===== src/rtl/pipe_param_shift_rotator.sv =====
// Pipelined barrel shift/rotate unit. Each amount bit has its own stage, the
// whole pipe stalls as one on output back-pressure, and both sides use val/rdy.

// One stage of the shifter: moves the data by SHIFT positions when i_en is set.
module pprs_stage #(
  parameter int NBITS = 8,
  parameter int SHIFT = 1
) (
  input  logic [NBITS-1:0] i_data,
  input  logic             i_en,
  input  logic [1:0]       i_op,
  output logic [NBITS-1:0] o_data
);
  always_comb begin
    o_data = i_data;
    if (i_en) begin
      case (i_op)
        2'd0:    o_data = (i_data << SHIFT) | (i_data >> (NBITS - SHIFT));
        2'd1:    o_data = (i_data >> SHIFT) | (i_data << (NBITS - SHIFT));
        2'd2:    o_data = i_data << SHIFT;
        // The incoming MSB is still the operand's sign, so the cascade stays arithmetic.
        default: o_data = $unsigned($signed(i_data) >>> SHIFT);
      endcase
    end
  end
endmodule

module pipe_param_shift_rotator #(
  parameter int nbits = 8
) (
  input  logic                     clk,
  input  logic                     reset,
  input  logic                     in_val,
  output logic                     in_rdy,
  input  logic [nbits-1:0]         in_,
  input  logic [$clog2(nbits)-1:0] amt,
  input  logic [1:0]               op,
  output logic                     out_val,
  input  logic                     out_rdy,
  output logic [nbits-1:0]         out
);
  localparam int NSTAGES = $clog2(nbits);

  // Index NSTAGES is the output register that follows the last shift stage.
  logic [NSTAGES:0]                r_vld_pipe;
  logic [NSTAGES:0][nbits-1:0]     r_data;
  logic [NSTAGES-1:0][1:0]         r_op;
  logic [NSTAGES-1:0][nbits-1:0]   w_shf;
  logic                            w_adv;

  assign w_adv   = !r_vld_pipe[NSTAGES] || out_rdy;
  assign in_rdy  = w_adv && !reset;
  assign out_val = r_vld_pipe[NSTAGES];
  assign out     = r_data[NSTAGES];

  always_ff @(posedge clk or posedge reset) begin
    if (reset) begin
      r_vld_pipe <= '0;
      r_data     <= '0;
      r_op       <= '0;
    end else if (w_adv) begin
      r_vld_pipe <= {r_vld_pipe[NSTAGES-1:0], in_val};
      r_data[0]  <= in_;
      r_op[0]    <= op;
      for (int k = 1; k <= NSTAGES; k++) r_data[k] <= w_shf[k-1];
      for (int k = 1; k < NSTAGES; k++)  r_op[k]   <= r_op[k-1];
    end
  end

  // Stage k keeps only the amount bits it and later stages still need; bit 0 is its own.
  for (genvar k = 0; k < NSTAGES; k++) begin : g_st
    logic [NSTAGES-1-k:0] r_amt;

    pprs_stage #(.NBITS(nbits), .SHIFT(1 << k)) u_stage (
      .i_data (r_data[k]),
      .i_en   (r_amt[0]),
      .i_op   (r_op[k]),
      .o_data (w_shf[k])
    );

    if (k == 0) begin : g_head
      always_ff @(posedge clk or posedge reset) begin
        if (reset)      r_amt <= '0;
        else if (w_adv) r_amt <= amt;
      end
    end else begin : g_body
      always_ff @(posedge clk or posedge reset) begin
        if (reset)      r_amt <= '0;
        else if (w_adv) r_amt <= g_st[k-1].r_amt[NSTAGES-k:1];
      end
    end
  end
endmodule


===== config.mk =====
export PLATFORM = sky130hd
export DESIGN_NAME = pipe_param_shift_rotator
export DESIGN_NICKNAME = d
export VERILOG_FILES = /design/src/rtl/pipe_param_shift_rotator.sv
export SDC_FILE = /design/constraint.sdc
export NUM_CORES = 1
export LEC_CHECK = 0
export BUFFER_PORTS_ARGS = -buffer_cell sky130_fd_sc_hd__buf_4
export CAP_MARGIN = 10
export CORE_ASPECT_RATIO = 1.1
export CORE_MARGIN = 2
export CORE_UTILIZATION = 52
export DETAILED_ROUTE_END_ITERATION = 8
export PLACE_DENSITY_LB_ADDON = 0.25
export SLEW_MARGIN = 20
export SYNTH_ARGS = -nofsm -noshare
export SYNTH_HDL_FRONTEND = slang
export SYNTH_SLANG_ARGS = --single-unit

===== constraint.sdc =====
create_clock -name clk -period 1.3 [get_ports clk]
set_input_delay 0.195 -clock clk [delete_from_list [all_inputs] [get_ports clk]]
set_output_delay 0.195 -clock clk [all_outputs]
set_load 0.02 [all_outputs]

# Yosys cells after proc, flatten, opt, wreduce, memory -nomap -nowiden
# Cells that the tools add are included.
# W data, S select, Z words.
# op_classes
addsub,0
multipliers,0
div,0
magnitude_cmp,0
n_eq_ne,6
shifts,0
mux,6
bitwise_logic,5
n_reduce_logical,8
# op_table
cell,n
$pmux W8 S3,2
$mux W8,3
$pmux W8 S2,1
$or A6 B8 Y8,1
$or A7 B8 Y8,1
$or A8 B1 Y8,1
$or A8 B2 Y8,1
$or A8 B4 Y8,1
$eq A2 B1 Y1 const B,3
$eq A2 B2 Y1 const B,3
$logic_not A2 Y1,3
$logic_not A1 Y1,2
$reduce_or A2 Y1,1
$logic_and A1 B1 Y1,1
$logic_or A1 B1 Y1,1
# word_totals
reg_bits,48
latch_bits,0
ramBits,0
mem_bits_ro,0
input_bits,17
wordCells,36
n_memories,0

# Longest topological paths before layout
# depth
word_depth,4
ltp_mapped,6
mapped_depth_nobuf,3

# By module
# Synthesis repeated with hierarchy kept, for this count alone.
# unflattened
cells_unflattened,198
hier_area_um2,2449.8
# by_module_without_submodules
module,n_inst,cells_per_inst,area_each_um2,seq_area_each_um2
pipe_param_shift_rotator,1,112,1888.1,1201.2
pprs_stage at g_st[1].u_stage,1,30,201.4,0.0
pprs_stage at g_st[0].u_stage,1,29,200.2,0.0
pprs_stage at g_st[2].u_stage,1,27,160.2,0.0

# Worst setup path after synthesis
# OpenSTA, ideal clock, no wires.
# synth_timing
kind,reg2out
start,register r_vld_pipe[3]
end,output port in_rdy
arrival_time_ns,1.173
t_required_ns,1.105
path_slack_ns,-0.068
stages_incl_launch_ff,5
n_path_buf,2
cell_sequence,dfrtp_1 nor2b_1 buf_2 buf_2 nor2_1
# synth_via
elab_chain_cells,3
# synth_rtl
item,line,rtl
start: declaration,45,logic [NSTAGES:0] r_vld_pipe;
start signal: assignment,62,"r_vld_pipe <= {r_vld_pipe[NSTAGES-1:0], in_val};"
$logic_not A1 Y1,51,assign w_adv = !r_vld_pipe[NSTAGES] || out_rdy;
$logic_or A1 B1 Y1,51,
$logic_and A1 B1 Y1,52,assign in_rdy = w_adv && !reset;
end: declaration,34,"output logic in_rdy,"
# Every way passes these cells.

# Worst setup path after layout
# Ends and elaborated chain as after synthesis.

==> flow_results.org <==
** Pwr
- Switching power of the nets :: ~2.6 mW
- Switching portion of total power :: just under 40%
- Sequential cells burn roughly 42% of the power.
- Power spread over the standard cell area amounts to roughly 2300 nW/um^2.
- Final Power :: between 6 and 7 mW
- Share of power burned in the clock network :: between 10% and 20%
- Summed over all cells, the static leakage comes to 1.400 nW.
- Maximum vdd drop :: between 1000 and 1500 uV
- The internal portion of the total power is about 4.1 mW.
- Combinational group share of total power :: between 40% and 50%

** Synthesis
- Synth Flop Type :: dfrtp_1
- When the netlist entered floorplanning its net count stood at 265.
- For this run, asynchronously set or reset flops after synthesis account for 100.0%.
- Synthesized cell area :: between 2000 and 2500 um^2
- The average instance in the mapped netlist occupies roughly 9.3 um^2.
- Yosys printed 0 warnings.
- Synthesis instantiated 26 different standard cells from the library.
- EDFF count, synth :: 0
- Cell with the most instances after synthesis :: nand2_1
- Sequential cell area fraction in the yosys report :: about half
- The share of synthesized area in the top cell type comes to about half.
- Counting instances in the post-synthesis netlist gives the leading cell types as nand2_1, dfrtp_1, nor2_1.
- After synthesis the netlist holds a flip-flop and latch count of 48.
- Most area-hungry cell type in the Yosys netlist :: dfrtp_1
- Cell count after synthesis :: around 250
- After synthesis, the cell types taking the most area are dfrtp_1, nand2_1, mux2i_1.

** Route
- Wires add up to roughly 4.6 mm.
- After detailed routing, the number of remaining DRC violations is 0.
- TritonRoute pass-1 iters :: 4
- Via count :: 1775
- Once detail routing completed, the nets flagged for antenna violations numbered 0.
- Detailed-routing wirelength on met1 :: 1.965 mm
- The routed design uses about 2.5 mm of met2 wire.
- Dividing the detail-routed wire length by the instance count gives 13.90 um.
- Summed over all nets, wire length on met3 after detailed routing comes to 115 um.
- The detailed router used layers up to and including met4.
- First-iteration detailed-routing DRC count :: 100
- Using the TritonRoute via totals, the vias-per-cell ratio works out to around 5.3.

** Worst setup path
- In this design, the stage delay of the slowest critical-path cell is 0.38 ns.
- Cell breakdown of the critical path :: nor2b_4, buf_12, nor2_4, buf_6
- The largest individual stage delay along the critical path comes from the cell dfrtp_1.
- Arrival time of data at the critical path endpoint :: 1.12 ns
- For the worst setup path, the data required time is about 1.1 ns.
- Crit Path Category :: reg2out
- Cell count of the worst reg-to-reg path :: 6
- The worst setup path is captured at a primary output.
- Category of the worst setup path launch point :: flip-flop
- Gate family responsible for the most delay along the worst path :: flip-flops
- In this run the worst path has a maximum fanout of 2.
- In this run the number of cells on the critical path is 4.
- Together, buffers and inverters on the worst path number 2.

** Run status
- Status :: complete, but fails checks
- Violations in the final reports :: setup timing

** Die
- Area of the die :: ~5000 um^2
- 27 I/O pins were placed.
- After floorplanning, the core was sized to cover between 4000 and 5000 um^2.
- Width of the die :: 67.56 um
- The floorplan has 25 rows.
- Initial cell density of the core :: a little over half
- Height of the chip :: ~74 um

** Place
- Minimum setup slack after placement :: between 0.04 and 0.05 ns
- During placement, the flow inserted port buffers numbering 26.
- Once detailed placement completed, the half-perimeter wirelength came to between 2 and 3 mm.
- Post-DP Area :: 2596 um^2
- The number of placed instances, taps included, is between 300 and 400.
- Routability Congestion :: 0.7927

** Timing
- At the pin with the least slew margin, the transition time is 0.2914 ns.
- Setup violations remaining at the end of the flow were counted as 1.
- Minimum clock period :: around 1.3 ns
- Number of hold-slack violations in the final timing report :: 0
- Tcrit/Tclk final :: 101.5%
- Worst Hold Margin :: between 0.08 and 0.09 ns
- Unrepaired setup endpoints after global routing :: true
- In the post-route analysis, the smallest setup slack over all paths is -0.01948 ns.
- Total Negative Setup Slacks :: -0.01948 ns
- Final number of max-transition violations :: 0
- In this run the tightest slew margin relative to its limit is about four fifths.
- Fin Clk Skew :: ~0.0035 ns
- Based on the critical path, the design can be clocked at up to ~760 MHz.

** Clock network
- Number of levels in the clock H-tree :: 2
- Max Root-Sink Buffers :: 2
- Clock-pin slew of the registers on the worst-case setup and hold paths :: around 0.08 ns
- Root buffer selected by CTS :: clkbuf_8
- TritonCTS buffer count :: 5
- Clock network latency to the later pin of the worst-skew pair :: about 0.3 ns
- TritonCTS built the clock tree.
- Sinks on the clock net :: 48

** Layout
- Cells fill between 60% and 70% of the core in the end.
- The number of antenna diodes in the final layout is 0.
- Post-layout net count :: around 300
- The finished cells cover 2854 um^2.
- The finished layout holds ~330 standard cells, fillers aside.
- Synth-to-Final Area Change :: 23.50%
- Of the cells placed in the final design, the portion with a size suffix greater than 1 is a little under a quarter.

** Flow run
- Count of maximum capacitance violations :: 0

** Min path
- The worst hold path belongs to the class in2reg.
- The worst hold path was traced through 3 stages.

** Global route
- Largest net degree at the start of global routing :: 49
- Global-route wire length before repair :: ~7.4 mm
- All-layer global routing usage :: ~20%
- After global routing the overflow that remains totals 0.
- Number of antenna violations at the first check in global routing :: 0
- The number of global-route vias before repair came to 1661.
## power by group through the flow
stage               combinational, mW  sequential, mW  clock [mW]
global placement                 2.58            2.80           0
CTS                              2.84            2.78       0.856
floorplan                        1.94            2.75           0
detailed placement               2.65            2.81           0
global route                     3.35            2.91       0.925
finish                           3.00            2.80       0.846
## per-layer routing
layer,global-route usage [%],vias to the layer above
met3,3.675,8
met2,35.51,28
met4,8.163,0
li1,-,892
met5,0,-
met1,23.49,847
## flip-flops by register name, summed over array words and instances, names as in the netlist
| signal | flops |
|---|---|
| out | 8 |
| r_vld_pipe | 4 |
| r_data | 24 |
| r_op | 6 |
| g_st.r_amt | 6 |
## repair_timing
item / CTS / global route
endpoints found under the setup margin: 1 / 14
hold endpoints to repair: 48 / 0
resized for setup: 4 / 9
hold buffers: 1 / 0
gates cloned: 1 / 2
buffers inserted: 4 / 0
## worst paths after layout
kind,to,startpoint,slack (ns)
max reg2reg,r_data[11]$_DFFE_PP0N_,r_vld_pipe[3]$_DFFE_PP0N_,0.05
min reg2reg,r_vld_pipe[2]$_DFFE_PP0N_,r_vld_pipe[2]$_DFFE_PP0N_,0.46
min in group asynchronous,g_st[2].r_amt$_DFFE_PP0N_,reset,0.55
max in group asynchronous,r_op[0]$_DFFE_PP0N_,reset,0.52
max,in_rdy,r_vld_pipe[3]$_DFFE_PP0N_,-0.02
min,g_st[0].r_amt[1]$_DFFE_PP0N_,amt[1],0.08
## final cells by class
cell class	count	area (um^2)
Multi-Input combinational cell	177	1028
Timing Repair Buffer	44	457.9
Tap cell	54	67.56
Fill cell	346	1431
Inverter	4	18.77
Sequential cell	48	1204
Clock inverter	1	5.005
Clock buffer	6	72.57
## worst min-delay path, delay by kind of cell
kind,cells,cell delay [ns]
buf+inv,1,0.07
simple gates,2,0.09
## kinds of logic (layout without fill, tap and decap cells)
group | Yosys count | after routing | share of synthesized area (%)
flip-flops | 48 | 48 | 51.98
AND/OR/NAND/NOR | 104 | 104 | 18.52
buffers and inverters | 23 | 55 | 5.685
AO/OA/AOI/OAI | 60 | 60 | 18.19
multiplexers | 13 | 13 | 5.631
## layout by cell type (no fill, tap or decap), drive strengths merged
cell | Yosys | final
a21boi | 1 | 1
a41oi | 1 | 1
a21bo | 1 | 1
nor2b | 8 | 8
mux2i | 13 | 13
bufbuf | 0 | 1
clkinv | 0 | 1
nand2 | 75 | 75
clkbuf | 0 | 8
a22oi | 1 | 1
o311a | 2 | 2
o22a | 1 | 1
clkinvlp | 0 | 1
a21oi | 10 | 10
dfrtp | 48 | 48
a221oi | 1 | 1
a21o | 11 | 11
a211oi | 10 | 10
dlygate4sd3 | 0 | 1
and3b | 1 | 1
nand2b | 3 | 3
o21ai | 17 | 17
nor2 | 16 | 16
a31oi | 4 | 4
inv | 4 | 3
buf | 19 | 40
and2b | 1 | 1
(Power assumes the default switching activity.)
